## config.mk

```make
export PLATFORM = sky130hd
export DESIGN_NAME = ask_demod
export DESIGN_NICKNAME = d
export VERILOG_FILES = /design/src/rtl/ask_pkg.sv /design/src/rtl/ask_slicer.sv /design/src/rtl/ask_demod.sv
export SDC_FILE = /design/constraint.sdc
export NUM_CORES = 1
export LEC_CHECK = 0
export BUFFER_PORTS_ARGS = -buffer_cell sky130_fd_sc_hd__clkbuf_2
export CAP_MARGIN = 20
export CORE_MARGIN = 4
export CORE_UTILIZATION = 30
export CTS_CLUSTER_DIAMETER = 200
export DETAILED_ROUTE_END_ITERATION = 10
export PLACE_DENSITY = 0.6
export REMOVE_ABC_BUFFERS = 1
export SETUP_SLACK_MARGIN = 0.4
export SYNTH_ARGS = -nofsm -noshare
export SYNTH_HDL_FRONTEND = slang
export SYNTH_SLANG_ARGS = --single-unit
```

## constraint.sdc

```tcl
create_clock -name clk -period 2.3 [get_ports clk]
set_input_delay 0.345 -clock clk [delete_from_list [all_inputs] [get_ports clk]]
set_output_delay 0.345 -clock clk [all_outputs]
set_load 0.005 [all_outputs]
```

## src/rtl/ask_pkg.sv

```systemverilog
// Shared constants and types for the 4-level ASK demodulator.
package ask_pkg;

  // Samples per symbol; one full carrier period.
  localparam int DEF_SYM_LEN = 25;

  // Magnitude-sum width. The largest possible sum is 25*2048 = 51200.
  localparam int ACC_W = 16;

  // Sample width at the modulator interface.
  localparam int SAMPLE_W = 12;

  // Default decision thresholds: midpoints between the nominal sums of a
  // 2047-peak, 25-point sine at the four modulation depths.
  localparam int DEF_TH1 = 5336;
  localparam int DEF_TH2 = 16012;
  localparam int DEF_TH3 = 26940;

  // Decided 2-bit symbol.
  typedef logic [1:0] sym_t;

  // Demodulator FSM state encoding.
  typedef enum logic {
    ST_IDLE = 1'b0,
    ST_ACC  = 1'b1
  } state_t;

  // Two's-complement magnitude. -2048 maps to 2048 because the 12-bit
  // result is read as unsigned, so there is no need to saturate.
  function automatic logic [SAMPLE_W-1:0] mag12(input logic signed [SAMPLE_W-1:0] x);
    logic [SAMPLE_W-1:0] ux;
    ux = $unsigned(x);
    return x[SAMPLE_W-1] ? (~ux + 12'd1) : ux;
  endfunction

endpackage

```

## src/rtl/ask_slicer.sv

```systemverilog
// Three-threshold slicer: maps a magnitude sum onto a 2-bit symbol.
// A sum equal to a threshold is given the higher symbol.
module ask_slicer
  import ask_pkg::*;
#(
  parameter logic [ACC_W-1:0] TH1 = ACC_W'(DEF_TH1),
  parameter logic [ACC_W-1:0] TH2 = ACC_W'(DEF_TH2),
  parameter logic [ACC_W-1:0] TH3 = ACC_W'(DEF_TH3)
) (
  input  logic [ACC_W-1:0] total_i,
  output sym_t             sym_o
);

  // Compare against the thresholds from the top down.
  always_comb begin
    sym_o = 2'd0;
    if (total_i >= TH3) begin
      sym_o = 2'd3;
    end else if (total_i >= TH2) begin
      sym_o = 2'd2;
    end else if (total_i >= TH1) begin
      sym_o = 2'd1;
    end
  end

endmodule

```

## src/rtl/ask_demod.sv

```systemverilog
// Non-coherent 4-level ASK demodulator: integrates |x| over each
// SYM_LEN-sample symbol and slices the total at symbol end.
module ask_demod
  import ask_pkg::*;
#(
  parameter int SYM_LEN = DEF_SYM_LEN,
  parameter int TH1     = DEF_TH1,
  parameter int TH2     = DEF_TH2,
  parameter int TH3     = DEF_TH3
) (
  input  logic                       clk,
  input  logic                       rstn,
  input  logic                       ask_valid_i,
  input  logic signed [SAMPLE_W-1:0] ask_din,
  output sym_t                       sym_dout,
  output logic [ACC_W-1:0]           sym_lvl_o,
  output logic                       sym_valid_o
);

  localparam int CNT_W = $clog2(SYM_LEN);
  localparam logic [CNT_W-1:0] CNT_LAST = CNT_W'(SYM_LEN - 1);

  state_t              state_q, state_d;
  logic [CNT_W-1:0]    cnt_q, cnt_d;
  logic [ACC_W-1:0]    acc_q, acc_d;
  sym_t                sym_q, sym_d;
  logic [ACC_W-1:0]    lvl_q, lvl_d;
  logic                valid_q, valid_d;

  logic [SAMPLE_W-1:0] mag;
  logic [ACC_W-1:0]    total;
  sym_t                slice_sym;

  // Magnitude of the current sample and running total including it.
  always_comb begin
    mag   = mag12(ask_din);
    total = acc_q + ACC_W'(mag);
  end

  ask_slicer #(
    .TH1 (ACC_W'(TH1)),
    .TH2 (ACC_W'(TH2)),
    .TH3 (ACC_W'(TH3))
  ) u_slicer (
    .total_i (total),
    .sym_o   (slice_sym)
  );

  // Next-state logic: start, accumulate, decide at the last sample, or
  // abort the partial symbol when valid drops.
  always_comb begin
    state_d = state_q;
    cnt_d   = cnt_q;
    acc_d   = acc_q;
    sym_d   = sym_q;
    lvl_d   = lvl_q;
    valid_d = 1'b0;
    case (state_q)
      ST_IDLE: begin
        cnt_d = '0;
        acc_d = '0;
        if (ask_valid_i) begin
          acc_d   = ACC_W'(mag);
          cnt_d   = CNT_W'(1);
          state_d = ST_ACC;
        end
      end
      ST_ACC: begin
        if (!ask_valid_i) begin
          acc_d   = '0;
          cnt_d   = '0;
          state_d = ST_IDLE;
        end else if (cnt_q == CNT_LAST) begin
          sym_d   = slice_sym;
          lvl_d   = total;
          valid_d = 1'b1;
          acc_d   = '0;
          cnt_d   = '0;
          state_d = ST_IDLE;
        end else begin
          acc_d = total;
          cnt_d = cnt_q + CNT_W'(1);
        end
      end
      default: begin
        acc_d   = '0;
        cnt_d   = '0;
        state_d = ST_IDLE;
      end
    endcase
  end

  // State, counter, accumulator and output registers; reset discards any
  // partial symbol.
  always_ff @(posedge clk or negedge rstn) begin
    if (!rstn) begin
      state_q <= ST_IDLE;
      cnt_q   <= '0;
      acc_q   <= '0;
      sym_q   <= '0;
      lvl_q   <= '0;
      valid_q <= 1'b0;
    end else begin
      state_q <= state_d;
      cnt_q   <= cnt_d;
      acc_q   <= acc_d;
      sym_q   <= sym_d;
      lvl_q   <= lvl_d;
      valid_q <= valid_d;
    end
  end

  assign sym_dout    = sym_q;
  assign sym_lvl_o   = lvl_q;
  assign sym_valid_o = valid_q;

endmodule

```

-- Word level (Yosys, flattened, before mapping)
Index checks and enable logic that the tools add are counted.
- bits in registers: 41
- output and inout port bits: 19
- word-level logic and storage cells: 35
- add/subtract/negate cells: 3
- order comparisons: 3
- equal/unequal tests: 1
- multiplexer cells: 19
- bitwise gates (word level): 2
- reduce and logical (&&, ||, !) cells: 1
- operators with widths (cell ; number):
    $mux W16 ; 2
    $pmux W16 S2 ; 1
    $mux W12 ; 2
    $add A16 B12 Y16 ; 1
    $ge A16 B13 Y1 const B ; 1
    $ge A16 B14 Y1 const B ; 1
    $ge A16 B15 Y1 const B ; 1
    $add A12 B1 Y12 const B ; 1
    $not A12 Y12 ; 1
    $mux W5 ; 2
    $pmux W5 S2 ; 1
    $mux W1 ; 8
    $add A5 B1 Y5 const B ; 1
    $eq A5 B5 Y1 const B ; 1
    $mux W2 ; 2
    $reduce_and A3 Y1 ; 1
    $pmux W1 S2 ; 1
    $not A1 Y1 ; 1

-- Depth between registers and ports, before layout
Gate-level depths: netlist of run 1.
- word-level depth: 8
- gate-level depth with buffers: 14
- depth with buffers taken out: 14

-- Cells and area by module
A second synthesis of run 1 with hierarchy kept.
- cell total of the unflattened synthesis: 285
- area total of the unflattened synthesis: 2615.0 um^2
- by module, submodules not included (module ; times used ; cells an instance ; area each (um^2) ; seq. area each (um^2)):
    ask_demod ; 1 ; 262 ; 2474.9 ; 1026.0
    ask_slicer ; 1 ; 23 ; 140.1 ; 0.0

-- Worst setup path after synthesis of run 1
OpenSTA, ideal clock, no wires.
- path type: input-to-reg
- from: input port ask_din[4]
- to: register sym_q[0], in the netlist sym_dout[0]
- arrival time: 3482 ps
- setup slack: -1321 ps
- stages: 14
- path buffers: 0
- path through: or3_1 > or3_1 > or3_4 > nand2_1 > xnor2_1 > ha_1 > a21o_1 > a21oi_2 > a2bb2oi_1 > a211oi_1 > or3_4 > a2111o_1 > a21oi_1 > o22ai_1
- cells in the longest elaborated chain, start to end: 8
- elaborated cells between the ends (all ways): 10
- those cells by class: add/sub (2); order compare (3); mux (4); bitwise (1)
- RTL lines (what ; RTL line ; RTL):
    start: declaration ; ask_demod.sv:14 ; input logic signed [SAMPLE_W-1:0] ask_din,
    $not A12 Y12 ; ask_pkg.sv:33 ; return x[SAMPLE_W-1] ? (~ux + 12'd1) : ux;
    $add A12 B1 Y12 ; ask_pkg.sv:33 ;
    $mux W12 (*) ; ask_pkg.sv:33 ;
    $add A16 B12 Y16 (*) ; ask_demod.sv:37 ; total = acc_q + ACC_W'(mag);
    $ge A16 B13 Y1 ; ask_slicer.sv:21 ; end else if (total_i >= TH1) begin
    $mux W1 ; ask_slicer.sv:21 ;
    $mux W2 ; ask_slicer.sv:19 ; end else if (total_i >= TH2) begin
    $mux W2 (*) ; ask_slicer.sv:17 ; if (total_i >= TH3) begin
    end signal: assignment ; ask_demod.sv:107 ; sym_q <= sym_d;
    end: declaration ; ask_demod.sv:26 ; sym_t sym_q, sym_d;
Every way passes the cells marked *; elsewhere a longest branch is shown, timed or not.
A chain may end at the register's enable or synchronous reset.

-- Final worst setup path of run 1
Same ends and word-level chain as after synthesis.

==> results of run 1 <==
[registers in the layout (all words and copies together) (netlist names)]
name / cells
acc_q: 16
state_q: 1
sym_dout: 2
cnt_q: 5
sym_lvl_o: 16
sym_valid_o: 1
[final timing paths]
check,cells past startpoint,slack (ns),to
min in group asynchronous,2,0.45,acc_q[5]
worst min register to register,2,0.48,sym_lvl_o[8]
worst max-delay path,16,-1.21,sym_dout[0]
max in group asynchronous,3,1.34,cnt_q[4]
worst max register to register,10,-0.38,sym_dout[1]
worst min-delay path,3,0.37,state_q
[power groups by stage]
stage / registers (mW) / clock network, mW / logic [mW]
4_1_cts: 0.809 / 0.495 / 1.96
3_5_place_dp: 0.814 / 0 / 1.38
5_1_grt: 0.821 / 0.534 / 2.43
3_3_place_gp: 0.811 / 0 / 1.36
6_report: 0.814 / 0.485 / 2.29
2_1_floorplan: 0.807 / 0 / 0.625
[layer usage]
metal | vias up | global-route usage, %
met1 | 1294 | 20.6
li1 | 1286 | -
met3 | 14 | 2.70
met2 | 47 | 30.0
met4 | 0 | 3.63
met5 | - | 0
[final cells by class]
type                            instances  share of cell area, %
Multi-Input combinational cell        217                   45.8
Timing Repair Buffer                  153                   26.1
Sequential cell                        41                   22.4
Tap cell                              105                   2.87
Clock buffer                            5                   1.50
Inverter                                9                  0.848
Clock inverter                          3                  0.383
[stage by stage]
stage	power (mW)	util [%]	area (um2)
finish	3.59	55.1	4580
global route	3.79	55.1	4580
CTS	3.26	51.8	4300
detailed placement	2.19	41.9	3480
global placement	2.17	41.9	3480
floorplan	1.43	-	2560
[synthesized netlist by cell type (all sizes together) (2+ instances only)]
master	n	area share [%]
o211ai	3	1.1
inv	9	1.3
a21boi	2	0.58
mux2	2	0.87
or3	5	1.6
o21a	4	1.2
and2	2	0.48
o2bb2ai	5	1.7
o311ai	2	0.68
o31ai	2	1.1
and3	4	0.97
nand3b	2	0.58
xnor2	16	5.7
nand2	47	6.8
a22o	7	2.4
xor2	8	2.7
nor3b	2	0.58
a21o	3	0.87
nand3	8	1.6
nor2	14	2.0
nand2b	3	0.73
clkbuf	6	0.87
o21ai	18	3.5
ha	19	9.2
o311a	2	0.78
a21oi	14	3.0
o22ai	2	0.48
a31oi	3	0.73
a211oi	3	0.87
dfrtp	41	40
nor3	3	0.58
[tightest hold or removal path, cell delays in order]
cell,delay (ns)
clkbuf_2,0.12
nand2b_1,0.09
nand2_1,0.07
[kinds of logic after synthesis]
family	after synthesis	share of synthesized area (%)
compound gates	76	21.1
mux	2	0.872
fa+ha+maj	20	9.98
xor+xnor	24	8.43
simple gates	95	17.5
buf+inv	16	2.33
flops	41	39.7
[what timing repair did]
action                     4_1_cts  5_1_grt
buffers inserted                23       13
pin swaps                       38       23
hold endpoints to repair         8        0
hold buffers                     1        0
setup endpoints to repair       30       29
cloned                           0        0
gates resized for setup        101       39
==> reports/results.txt, run 1 <==
Status = finished, violations left
Failing checks = setup timing
Worst-path clk slew = 0.09 ns
Top delay family on crit path = simple AND/OR/NAND/NOR gates
Worst slew pin tran = 0.707 ns
Clk pwr share = 13.5%
Synth cell types = 51
Tmin final = 3.51 ns
Port-buffer cells = 33
Met2 routed WL = 4400 um
Layout net count = 462
Dpl cells = 488
Ys async rst share = 100%
Initial Utilization = 31.1%
Largest net degree at the start of global routing = 22
Io pins = 34
Antenna diodes = 0
Commonest non-fill, non-tap cells in the layout = buf_4 (92), dfrtp_1 (41), nand2_1 (38)
Die X = 101 um
CP most frequent cell = or3_4
Critical hold path startpoint = ask_valid_i
Combinational fraction of design power = 63.8%
Post-Place Setup Slack = -1.61 ns
Vias = 2641
GP Congestion = 0.858
Syn avg cell area = 9.43 um2
Fin. max-slew vios = 0
Top layer in use = met4
Routed metal-1 wirelength = 3530 um
CTS tree = yes
Core Box Area = 0.00830 mm2
RSZ-0062 raised after global routing = true
Antenna violations before repair = 0
Worst setup path start = ask_din[4]
Die height = 101 um
Worst hold slack = 0.367 ns
Number of synthesized flops with an enable pin = 0
Total track usage = 16.6%
CTS Buf Count = 5
#FFs+latches synth = 41
Crit-path max cell delay = 0.49 ns
CP max FO = 4
Final ANT Viol Nets = 0
Vias per cell = 4.95
CP endpoint kind = register
Congestion Overflow GR = 0
F_max = 285 MHz
Synthesized cell area = 0.00258 mm2
Drt total wl = 8360 um
Leak pwr = 2.19 nW
Maximum vdd drop = 600 uV
Worst EP required = 2.47 ns
Router iterations before antenna repair = 4
Sequential area share after synthesis = 39.7%
Sequential Power Share = 22.7%
Post-synth top flop = dfrtp_1
Clk_lat worst skew = 0.29 ns
Final Cycle Share = 153%
CTS max path bufs = 2
Vias in the first global route = 2771
Net Sw Frac = 36.9%
Commonest non-fill, non-tap cell in the layout = buf_4
Worst Setup Path Type = in2reg
Pwr Density = 784 mW/mm2
R2R Path Start = acc_q[1]
CTS root buffer = clkbuf_8
Routed wl met3 = 243 um
Ys Warns = 0
CP max stage cell = or4_4
NetSw = 1.32 mW
Final setup margin = -1.21 ns
Fillers = 667
Dpl hpwl = 5580 um
DIE AREA = 0.0102 mm2
Hold Path Class = in2reg
Buf/Inv on CP = 4
Startpoint types = input port
Pint = 2.26 mW
Clk sinks = 41
Rel. slew slack = 52.7%
# rows = 33
FF+latch area = 0.00103 mm2
Final hold vios = 0
Syn Inst Count = 274
Iter 0 DRT Violations = 113
Share of cells above drive strength 1 = 57.2%
Final setup vio count = 22
Max-cap violation count = 0
First-pass GRT wire length = 13500 um
Synth-to-Final Area Change = 77.2%
Cell Chain, Critical Path = buf_6 -> or3_4 -> or3_4 -> or3_4 -> o31ai_4 -> xnor2_2 -> ha_4 -> buf_4 -> nand2_4 -> buf_6 -> or4_4 -> o311ai_4 -> buf_4 -> o21ai_0 -> o22ai_1 -> o22ai_1
Drt wl/cell = 15.7 um
Total negative setup slack = -16.44 ns
Crit path DAT = 3.69 ns
Post-route insts no fill = 533
Area occupied by multi-input gates = 0.00210 mm2
H-tree levels = 2
Clk_skew = 0.00945 ns
DR DRC count = 0
Note: power is estimated with default switching activity, not from simulation.
==> run 2: changes to the inputs <==
==> constraint.sdc (replaced) <==
create_clock -name clk -period 2.3 [get_ports clk]
set_input_delay 0.46 -clock clk [delete_from_list [all_inputs] [get_ports clk]]
set_output_delay 0.46 -clock clk [all_outputs]
set_load 0.005 [all_outputs]
==> reports/results.txt, run 2 (synthesis results as in run 1) <==
Status = finished, violations left (unchanged)
Failing checks = setup timing (unchanged)
CP most frequent cell = or3_4 (unchanged)
Final hold vios = 0 (unchanged)
Drt wl/cell = 16.4 um (was 15.7 um)
Buf/Inv on CP = 1 (was 4)
Crit-path max cell delay = 0.41 ns (was 0.49 ns)
Antenna diodes = 0 (unchanged)
Fin. max-slew vios = 0 (unchanged)
Top delay family on crit path = simple AND/OR/NAND/NOR gates (unchanged)
Clk_skew = 0.00779 ns (was 0.00945 ns)
Synth-to-Final Area Change = 77.2% (unchanged)
Startpoint types = input port (unchanged)
DR DRC count = 0 (unchanged)
F_max = 272 MHz (was 285 MHz)
Iter 0 DRT Violations = 130 (was 113)
Port-buffer cells = 33 (unchanged)
Total track usage = 16.2% (was 16.6%)
Fillers = 688 (was 667)
CP max FO = 4 (unchanged)
Largest net degree at the start of global routing = 23 (was 22)
Router iterations before antenna repair = 4 (unchanged)
Dpl cells = 487 (was 488)
Post-route insts no fill = 530 (was 533)
Vias per cell = 5.06 (was 4.95)
Die X = 101 um (unchanged)
Total negative setup slack = -20.97 ns (was -16.44 ns)
GP Congestion = 0.853 (was 0.858)
Hold buffers post-CTS = 0 (was 1)
Worst slew pin tran = 0.531 ns (was 0.707 ns)
Post-DP Area = 0.00348 mm2 (about the same)
Hold Path Class = in2async (was in2reg)
Maximum vdd drop = 445 uV (was 600 uV)
Final setup margin = -1.38 ns (was -1.21 ns)
Design Power = 3.72 mW (was 3.59 mW)
Vias = 2683 (was 2641)
CP max stage cell = or3_4 (was or4_4)
Tmin final = 3.68 ns (was 3.51 ns)
Vias in the first global route = 2789 (was 2771)
Max-cap violation count = 0 (unchanged)
CTS Buf Count = 5 (unchanged)
Area occupied by multi-input gates = 0.00211 mm2 (was 0.00210 mm2)
Crit path DAT = 3.84 ns (was 3.69 ns)
Io pins = 34 (unchanged)
H-tree levels = 2 (unchanged)
Share of cells above drive strength 1 = 56.9% (was 57.2%)
CP endpoint kind = register (unchanged)
CTS root buffer = clkbuf_8 (unchanged)
Final ANT Viol Nets = 0 (unchanged)
Leak pwr = 2.16 nW (was 2.19 nW)
CTS max path bufs = 2 (unchanged)
Cell Chain, Critical Path = buf_6 -> or3_4 -> or3_4 -> or3_4 -> o31ai_4 -> xnor2_2 -> ha_4 -> and2_4 -> o211ai_1 -> and3_1 -> or3_4 -> a2111o_1 -> a21oi_2 -> o22ai_1 (was buf_6 -> or3_4 -> or3_4 -> or3_4 -> o31ai_4 -> xnor2_2 -> ha_4 -> buf_4 -> nand2_4 -> buf_6 -> or4_4 -> o311ai_4 -> buf_4 -> o21ai_0 -> o22ai_1 -> o22ai_1)
Final core occ = 55.1% (unchanged)
Congestion Overflow GR = 0 (unchanged)
Pwr Density = 813 mW/mm2 (was 784 mW/mm2)
Worst-path clk slew = 0.09 ns (about the same)
Commonest non-fill, non-tap cells in the layout = buf_4 (88), dfrtp_1 (41), nand2_1 (37) (was buf_4 (92), dfrtp_1 (41), nand2_1 (38))
Die height = 101 um (unchanged)
Drt total wl = 8690 um (was 8360 um)
Commonest non-fill, non-tap cell in the layout = buf_4 (unchanged)
Rel. slew slack = 64.6% (was 52.7%)
Worst EP required = 2.46 ns (was 2.47 ns)
Post-Layout Inst Area = 0.00458 mm2 (unchanged)
Core Box Area = 0.00830 mm2 (unchanged)
RSZ-0062 raised after global routing = true (unchanged)
Clk sinks = 41 (unchanged)
Layout net count = 459 (was 462)
Initial Utilization = 31.1% (unchanged)
# rows = 33 (unchanged)
Dpl hpwl = 5520 um (was 5580 um)
Worst Setup Path Type = in2reg (unchanged)
DIE AREA = 0.0102 mm2 (unchanged)
FF+latch area = 0.00103 mm2 (unchanged)
Post-Place Setup Slack = -1.70 ns (was -1.61 ns)
Final Cycle Share = 160% (was 153%)
Worst hold slack = 0.132 ns (was 0.367 ns)
Final setup vio count = 25 (was 22)
Clk_lat worst skew = 0.29 ns (about the same)
CTS tree = yes (unchanged)
Antenna violations before repair = 0 (unchanged)
First-pass GRT wire length = 13300 um (was 13500 um)
run 2: path summary, 6_finish.rpt:
path | start | endpoint | slack, ns | cells after the start
max | ask_din[4] | sym_dout[0] | -1.38 | 14
min | rstn | acc_q[13] | 0.13 | 1
max reg2reg | acc_q[0] | sym_dout[0] | -0.46 | 13
min reg2reg | sym_lvl_o[10] | sym_lvl_o[10] | 0.48 | 2
max in group asynchronous | rstn | acc_q[9] | 1.67 | 2
min in group clk | sym_lvl_o[10] | sym_lvl_o[10] | 0.48 | 2
run 2: worst register-to-register path, stage by stage (launching register included):
cell,delay (ns)
dfrtp_1,0.37
ha_1,0.22
fa_2,0.39
nand3_4,0.11
a21oi_2,0.08
buf_4,0.15
nor2_4,0.13
buf_6,0.12
o21bai_4,0.08
xor2_2,0.21
buf_4,0.17
a2111o_1,0.38
a21oi_2,0.14
o22ai_1,0.09
run 2: cell type report:
cell class / count / share of cell area (%)
multi-input cells: 217 / 46.1
repair buffers: 150 / 25.8
flip-flops and latches: 41 / 22.4
well taps: 105 / 2.87
clock buffers: 5 / 1.50
inverters: 9 / 0.848
clock inverters: 3 / 0.383
run 2: where the power goes:
| part | switching [mW] | total [mW] | internal (mW) |
|---|---|---|---|
| combinational | 1.05 | 2.41 | 1.36 |
| clock | 0.279 | 0.489 | 0.210 |
| sequential | 0.0459 | 0.816 | 0.771 |
run 2: layer usage:
layer / track usage (%) / wire [um] / vias up
li1: - / - / 1283
met1: 20.0 / 3570 / 1320
met2: 28.8 / 4540 / 60
met3: 2.91 / 281 / 20
met4: 4.46 / 289 / 0
met5: 0 / 0 / -
run 2: what timing repair did:
item,4_1_cts,5_1_grt
setup buffers,22,13
endpoints found under the setup margin,30,30
gates resized for setup,80,61
pin swaps,33,27
